$ cat src/rtl/yblock_cfg_pkg.sv
// Shared register map, bit positions and sequencer state encoding for the
// yblock configuration loader.
package yblock_cfg_pkg;

  localparam logic [1:0] REG_DATA   = 2'd0;
  localparam logic [1:0] REG_CTRL   = 2'd1;
  localparam logic [1:0] REG_STATUS = 2'd2;

  localparam int CTRL_BLK_RESET_BIT = 0;
  localparam int CTRL_FLUSH_BIT     = 1;

  localparam int ST_BUSY_BIT  = 0;
  localparam int ST_FULL_BIT  = 1;
  localparam int ST_EMPTY_BIT = 2;
  localparam int ST_DONE_BIT  = 3;
  localparam int ST_LEVEL_LSB = 4;
  localparam int ST_ROWS_LSB  = 8;

  localparam logic [1:0] S_IDLE  = 2'd0;
  localparam logic [1:0] S_SETUP = 2'd1;
  localparam logic [1:0] S_PULSE = 2'd2;
  localparam logic [1:0] S_HOLD  = 2'd3;

  function automatic logic [31:0] pack_status(input logic busy, input logic full,
                                               input logic empty, input logic done,
                                               input logic [3:0] level,
                                               input logic [7:0] rows);
    logic [31:0] w;
    w = '0;
    w[ST_BUSY_BIT]            = busy;
    w[ST_FULL_BIT]            = full;
    w[ST_EMPTY_BIT]           = empty;
    w[ST_DONE_BIT]            = done;
    w[ST_LEVEL_LSB +: 4]      = level;
    w[ST_ROWS_LSB +: 8]       = rows;
    return w;
  endfunction

endpackage

$ cat src/rtl/cfg_row_fifo.sv
// Row-word FIFO: head is visible without popping; flush empties it in one cycle.
module cfg_row_fifo #(
  parameter int WIDTH = 16,
  parameter int DEPTH = 4,
  localparam int AW = (DEPTH > 1) ? $clog2(DEPTH) : 1
) (
  input  logic             clk,
  input  logic             rst_n,
  input  logic             push,
  input  logic [WIDTH-1:0] wdata,
  input  logic             pop,
  input  logic             flush,
  output logic [WIDTH-1:0] head,
  output logic             full,
  output logic             empty,
  output logic [AW:0]      level
);

  localparam logic [AW-1:0] PTR_ONE  = 1;
  localparam logic [AW:0]   CNT_ONE  = 1;
  localparam logic [AW:0]   CNT_FULL = (AW+1)'(DEPTH);

  logic [WIDTH-1:0] mem [DEPTH];
  logic [AW-1:0]    wr_ptr;
  logic [AW-1:0]    rd_ptr;
  logic [AW:0]      count;
  logic             do_push;
  logic             do_pop;

  assign full    = (count == CNT_FULL);
  assign empty   = (count == '0);
  assign level   = count;
  assign head    = mem[rd_ptr];
  assign do_push = push & ~full;
  assign do_pop  = pop & ~empty;

  // Pointers wrap naturally because DEPTH is a power of two.
  always_ff @(posedge clk) begin
    if (!rst_n || flush) begin
      wr_ptr <= '0;
      rd_ptr <= '0;
      count  <= '0;
    end else begin
      if (do_push) wr_ptr <= wr_ptr + PTR_ONE;
      if (do_pop)  rd_ptr <= rd_ptr + PTR_ONE;
      case ({do_push, do_pop})
        2'b10:   count <= count + CNT_ONE;
        2'b01:   count <= count - CNT_ONE;
        default: count <= count;
      endcase
    end
  end

  always_ff @(posedge clk) begin
    if (do_push) mem[wr_ptr] <= wdata;
  end

endmodule

$ cat src/rtl/yblock_config_loader.sv
// Wishbone slave that queues configuration rows and strobes them into a
// yblock with a setup / pulse / hold confclk sequence.
module yblock_config_loader
  import yblock_cfg_pkg::*;
#(
  parameter int          BLOCKWIDTH  = 16,
  parameter int          BLOCKHEIGHT = 16,
  parameter int          FIFO_DEPTH  = 4,
  parameter int          SETUP_CYC   = 2,
  parameter int          PULSE_CYC   = 2,
  parameter int          HOLD_CYC    = 2,
  parameter logic [31:0] ADR_BASE    = 32'h3000_0000
) (
  input  logic                  wb_clk_i,
  input  logic                  wb_rst_n,
  input  logic                  wbs_stb_i,
  input  logic                  wbs_cyc_i,
  input  logic                  wbs_we_i,
  input  logic [3:0]            wbs_sel_i,
  input  logic [31:0]           wbs_adr_i,
  input  logic [31:0]           wbs_dat_i,
  output logic                  wbs_ack_o,
  output logic [31:0]           wbs_dat_o,
  output logic [BLOCKWIDTH-1:0] cbitin,
  output logic                  confclk,
  output logic                  blk_reset,
  input  logic [BLOCKWIDTH-1:0] cbitout
);

  localparam int FAW = (FIFO_DEPTH > 1) ? $clog2(FIFO_DEPTH) : 1;
  localparam logic [7:0] SETUP_INIT = 8'(SETUP_CYC - 1);
  localparam logic [7:0] PULSE_INIT = 8'(PULSE_CYC - 1);
  localparam logic [7:0] HOLD_INIT  = 8'(HOLD_CYC - 1);

  logic [1:0]            state, state_d;
  logic [7:0]            cnt, cnt_d;
  logic                  confclk_d;
  logic [BLOCKWIDTH-1:0] cbitin_d;
  logic [BLOCKWIDTH-1:0] last_out;
  logic [7:0]            rows;
  logic                  pop, row_done;

  logic [BLOCKWIDTH-1:0] fifo_head;
  logic                  fifo_full, fifo_empty;
  logic [FAW:0]          fifo_level;

  logic       wb_valid, data_wr, wb_stall, wb_take, push, ctrl_wr, flush, abort;
  logic [1:0] reg_sel;
  logic [31:0] rd_data;
  logic       busy, done;
  logic       unused_ok;

  // Handshake: an access is valid when cyc & stb & address hit. The slave
  // accepts it (performs the write / captures read data) on the edge that
  // raises ack, so ack is a one-cycle pulse and never repeats back-to-back.
  // A DATA push to a full FIFO is held off (no ack) until space exists.
  assign wb_valid = wbs_cyc_i & wbs_stb_i & (wbs_adr_i[31:4] == ADR_BASE[31:4]);
  assign reg_sel  = wbs_adr_i[3:2];
  assign data_wr  = wb_valid & wbs_we_i & (reg_sel == REG_DATA) & (wbs_sel_i[1:0] == 2'b11);
  assign wb_stall = data_wr & fifo_full;
  assign wb_take  = wb_valid & ~wbs_ack_o & ~wb_stall;
  assign push     = wb_take & data_wr;
  assign ctrl_wr  = wb_take & wbs_we_i & (reg_sel == REG_CTRL);
  assign flush    = ctrl_wr & wbs_dat_i[CTRL_FLUSH_BIT];
  assign abort    = ctrl_wr & (wbs_dat_i[CTRL_BLK_RESET_BIT] | wbs_dat_i[CTRL_FLUSH_BIT]);

  assign busy      = (state != S_IDLE);
  assign done      = ({24'd0, rows} >= 32'(BLOCKHEIGHT));
  assign unused_ok = ^{wbs_sel_i[3:2], wbs_adr_i[1:0], wbs_dat_i[31:16]};

  cfg_row_fifo #(
    .WIDTH (BLOCKWIDTH),
    .DEPTH (FIFO_DEPTH)
  ) u_fifo (
    .clk   (wb_clk_i),
    .rst_n (wb_rst_n),
    .push  (push),
    .wdata (wbs_dat_i[BLOCKWIDTH-1:0]),
    .pop   (pop),
    .flush (flush),
    .head  (fifo_head),
    .full  (fifo_full),
    .empty (fifo_empty),
    .level (fifo_level)
  );

  always_comb begin
    state_d   = state;
    cnt_d     = cnt;
    confclk_d = confclk;
    cbitin_d  = cbitin;
    pop       = 1'b0;
    row_done  = 1'b0;
    case (state)
      S_IDLE: begin
        if (!fifo_empty && !blk_reset) begin
          state_d  = S_SETUP;
          cbitin_d = fifo_head;
          cnt_d    = SETUP_INIT;
        end
      end
      S_SETUP: begin
        if (cnt == '0) begin
          state_d   = S_PULSE;
          confclk_d = 1'b1;
          cnt_d     = PULSE_INIT;
        end else begin
          cnt_d = cnt - 8'd1;
        end
      end
      S_PULSE: begin
        if (cnt == '0) begin
          state_d   = S_HOLD;
          confclk_d = 1'b0;
          pop       = 1'b1;
          cnt_d     = HOLD_INIT;
        end else begin
          cnt_d = cnt - 8'd1;
        end
      end
      S_HOLD: begin
        if (cnt == '0) begin
          row_done = 1'b1;
          if (!fifo_empty) begin
            state_d  = S_SETUP;
            cbitin_d = fifo_head;
            cnt_d    = SETUP_INIT;
          end else begin
            state_d = S_IDLE;
          end
        end else begin
          cnt_d = cnt - 8'd1;
        end
      end
      default: state_d = S_IDLE;
    endcase
    // Asserting blk_reset or flushing cancels the row in flight; the head
    // word stays queued so a later release resends it.
    if (abort) begin
      state_d   = S_IDLE;
      confclk_d = 1'b0;
      pop       = 1'b0;
      row_done  = 1'b0;
    end
  end

  always_comb begin
    rd_data = '0;
    case (reg_sel)
      REG_DATA:   rd_data = 32'(last_out);
      REG_CTRL:   rd_data = {31'd0, blk_reset};
      REG_STATUS: rd_data = pack_status(busy, fifo_full, fifo_empty, done,
                                        4'(fifo_level), rows);
      default:    rd_data = '0;
    endcase
  end

  always_ff @(posedge wb_clk_i) begin
    if (!wb_rst_n) begin
      state     <= S_IDLE;
      cnt       <= '0;
      confclk   <= 1'b0;
      cbitin    <= '0;
      blk_reset <= 1'b1;
      last_out  <= '0;
      rows      <= '0;
      wbs_ack_o <= 1'b0;
      wbs_dat_o <= '0;
    end else begin
      state     <= state_d;
      cnt       <= cnt_d;
      confclk   <= confclk_d;
      cbitin    <= cbitin_d;
      wbs_ack_o <= wb_take;
      wbs_dat_o <= (wb_take && !wbs_we_i) ? rd_data : '0;
      if (ctrl_wr) blk_reset <= wbs_dat_i[CTRL_BLK_RESET_BIT];
      if (row_done) begin
        last_out <= cbitout;
        if (rows != 8'hFF) rows <= rows + 8'd1;
      end
      if (abort) rows <= '0;
    end
  end

endmodule

$ cat config.mk
export PLATFORM = sky130hd
export DESIGN_NAME = yblock_config_loader
export DESIGN_NICKNAME = d
export VERILOG_FILES = /design/src/rtl/yblock_cfg_pkg.sv /design/src/rtl/cfg_row_fifo.sv /design/src/rtl/yblock_config_loader.sv
export SDC_FILE = /design/constraint.sdc
export NUM_CORES = 1
export LEC_CHECK = 0
export ABC_AREA = 1
export BUFFER_PORTS_ARGS = -buffer_cell sky130_fd_sc_hd__buf_4
export CAP_MARGIN = 20
export CELL_PAD_IN_SITES_DETAIL_PLACEMENT = 1
export CELL_PAD_IN_SITES_GLOBAL_PLACEMENT = 1
export CORE_MARGIN = 2
export CORE_UTILIZATION = 35
export DETAILED_ROUTE_END_ITERATION = 16
export PLACE_DENSITY = 0.81
export SETUP_SLACK_MARGIN = 0.15
export SKIP_LAST_GASP = 1
export SLEW_MARGIN = 20
export SYNTH_ARGS = -nofsm -noshare
export SYNTH_HDL_FRONTEND = slang
export SYNTH_SLANG_ARGS = --single-unit
$ cat constraint.sdc
create_clock -name wb_clk_i -period 3.2 [get_ports wb_clk_i]
set_input_delay 0.64 -clock wb_clk_i [delete_from_list [all_inputs] [get_ports wb_clk_i]]
set_output_delay 0.64 -clock wb_clk_i [all_outputs]
set_load 0.005 [all_outputs]
==> impl_results.md <==
* Total design power at 0.00490 W
* Final layout net count at 868
* Max Transition Viols Final at 0
* Routability congestion estimate at 0.757
* Clk_lat worst skew at 0.43 ns
* Congestion Overflow GR at 0
* Worst setup EP type: register
* Worst min path class: in -> reg
* Worst-case register-to-register setup slack at 0.55 ns
* Ratio of cells with drive above 1 in the final layout at 24.0%
* Crit Path Category: reg -> reg
* Post-Route Utilization at 44.6%
* Relative slew slack at 39.0%
* GRT met2 Usage at 30.8%
* Critical-path maximum fanout at 4
* Worst reg2reg endpoint: u_fifo.level[2]
* Leading cell types by total area after synthesis: edfxtp_1 31%, dfxtp_1 26%, nor2_1 6.9%, o21ai_0 5.8%, nand2_1 4.4%
* Number of diodes added for antenna fixing at 0
* Largest buffer count on any clock path at 2
* Setup crit end: u_fifo.level[2]
* Area grow syn2layout at 25.3%
* Detailed Place HPWL at 10.2 mm
* Count of unresolved DRC violations after routing at 0
* Count of cells along the worst register-to-register path at 16
* Worst clock skew at 0.00789 ns
* Final sum of negative setup slack at 0 ns
* WP data required at 3.51 ns
* Count of buffers added by post-CTS timing repair for setup at 0
* Input/output buffers at 103
* Horiz. Die Dim at 136 µm
* Pin slew with the least headroom to its limit at 0.914 ns
* Count of hold-fix buffers inserted at cts at 0
* Arrival time at the worst endpoint at 2.96 ns
* First DRT Iteration DRCs at 321
* Synthesis-stage register bit count at 142
* Met3 routing resource usage after global routing at 4.40%
* Htree depth at 4
* TritonCTS buffer count at 17
* Finish-stage setup viols at 0
* TritonCTS clock tree: done
* Final hold vios at 0
* Final critical-path required period at 2.65 ns
* Wire length of the first global-routing pass at 24.6 mm
* Synth area leader: edfxtp_1
* Number of vias in the routed layout at 4837
* Drt first pass iters at 5
* Fillers at 2036
* CTS resizes at 0
* Startpoint of the most critical setup path: cnt[0]
* Final WL at 15.2 mm
* Max-cap violations at 0
* Startpoint types: register
* Synthesized cell area at 6110 µm²
* Portion of synthesized cell area occupied by the leading cell type at 31.5%
* Post-route clock period utilization at 83.0%
* Unique cell type count in the Yosys netlist at 43
* Die Ht at 136 µm
* Number of global-route vias before repair at 5120
* Clk pin slew, worst setup/hold paths at 0.06 ns
* Wire per inst at 15.2 µm
* Via count normalized by instance count at 4.82
* Area inside the core boundary at 17200 µm²
* Avg Synthesized Cell Area at 9.28 µm²
* Worst r2r src: cnt[0]
* Syn Inst Count at 658
* Total GRT Usage at 17.1%
* Static Leak at 3.02 nW
* Initial core utilization at 35.6%
* Die footprint at 18500 µm²
* Status: finished, final reports clean
* Placement row count at 48
* Highest Clock Rate at 377 MHz
* Root Buffer Master: clkbuf_16
* PD cells at 641 nW/µm²
* Maximum number of pins on one net before global-route repair at 38
* Count of yosys warnings during synthesis at 0
* Antenna viol nets, final at 0
* Antenna violations before repair at 0
* Clk sink count at 142
* Met1 Use GR at 19.3%
* RSZ-0062 raised after global routing: no
* Sequential-to-total area share from yosys stat at 57.0%
* Number of top-level pins at 140
* Busiest grt layer: met2
* Peak supply drop at 0.454 mV
[layer usage]
metal / up-vias / share of wire, %
li1: 2374 / -
met4: 0 / 1.4
met2: 105 / 53
met1: 2344 / 40
met3: 14 / 4.7
met5: - / 0
[through the flow]
step	cells	cell area [µm²]	setup slack (ns)	hold WS, ns
2_1_floorplan	673	6160	0.626	0.422
3_3_place_gp	972	7040	0.393	0.436
3_5_place_dp	972	7040	0.379	0.439
4_1_cts	1004	7650	0.539	0.399
5_1_grt	1004	7650	0.256	0.401
6_report	1004	7650	0.545	0.413
[cells in the mapped netlist, drive strengths merged]
library cell / count
nor2: 127
nand2: 79
dfxtp: 78
inv: 73
o21ai: 73
edfxtp: 64
a21oi: 44
buf: 24
nand3: 20
o22ai: 16
clkbuf: 14
ha: 12
nand4: 8
nor3: 5
xor2: 3
a211oi: 2
a22oi: 2
nor3b: 2
xnor2: 2
a221oi: 1
a31oi: 1
and3: 1
conb: 1
fa: 1
nand3b: 1
o2111ai: 1
o211ai: 1
o31ai: 1
or2: 1
[worst min path at each step]
stage                  startpoint                 to  slack (ns)  cells after the start
floorplan                  cnt[0]             cnt[0]        0.42                      1
global placement        cbitin[9]          cbitin[9]        0.44                      2
detailed placement     cbitin[12]         cbitin[12]        0.44                      2
CTS                 wbs_dat_i[15]  u_fifo.mem[2][15]        0.40                      1
global route        wbs_dat_i[15]  u_fifo.mem[2][15]        0.40                      1
finish              wbs_dat_i[15]  u_fifo.mem[2][15]        0.41                      1
[placed cells by master (no fill, tap or decap), types with 2 or more instances in the layout]
cell | Yosys | final
nor2_4 | 2 | 2
a21oi_1 | 37 | 37
inv_2 | 5 | 5
xnor2_1 | 2 | 2
edfxtp_1 | 64 | 64
o22ai_1 | 16 | 16
clkinvlp_4 | 0 | 2
nor3b_1 | 2 | 2
inv_6 | 0 | 5
dfxtp_1 | 78 | 78
nand3_2 | 2 | 2
clkinv_2 | 0 | 2
nor3_1 | 4 | 4
conb_1 | 1 | 16
o21ai_0 | 71 | 71
buf_4 | 17 | 112
a22oi_1 | 2 | 2
a21oi_2 | 7 | 7
nor2_2 | 13 | 13
inv_1 | 67 | 67
nand2_1 | 72 | 72
nor2_1 | 112 | 112
nand2_2 | 6 | 6
a211oi_1 | 2 | 2
nand3_1 | 18 | 18
nand4_1 | 8 | 8
ha_1 | 12 | 12
xor2_1 | 3 | 3
clkbuf_16 | 0 | 19
[where the power goes]
| part | switching (W) | internal [W] |
|---|---|---|
| registers | 0.0000781 | 0.00201 |
| logic | 0.000469 | 0.000337 |
| clock network | 0.000809 | 0.00120 |
| total | 0.00136 | 0.00355 |
[area by class of cell]
type	count	area [µm²]	share of cell area [%]
flip-flops and latches	142	3480	45.5
multi-input cells	420	2160	28.3
repair buffers	112	841	11.0
clock buffers	20	489	6.39
well taps	225	282	3.68
inverters	73	277	3.61
clock inverters	12	119	1.55
[critical path: stages (launching register included)]
cell and delay [ns]:
dfxtp_1 0.32, inv_1 0.07, ha_1 0.21, nand3_1 0.11, nand3b_4 0.20, inv_1 0.15, nand2_1 0.12, inv_1 0.09
nand3_1 0.12, inv_1 0.09, ha_1 0.14, inv_1 0.07, fa_1 0.38, a21oi_1 0.15, o21ai_0 0.11, xor2_1 0.15
nor2_1 0.06
[cell families after synthesis]
kind of cell,count (synthesis),synth area share [%]
compound gates,142,13.2
xor+xnor,5,0.717
fa+ha+maj,13,2.79
buf+inv,111,8.50
flops,142,57.0
other cells,1,0.0614
simple gates,244,17.7
[flip-flops by register name, summed over array words and instances (netlist names), 3 cells and up, named ones only]
name / cells
wbs_dat_o: 16
cnt: 8
u_fifo.level: 3
last_out: 16
rows: 8
cbitin: 16
u_fifo.mem: 64
No activity file was read; power rests on OpenSTA's default activity.
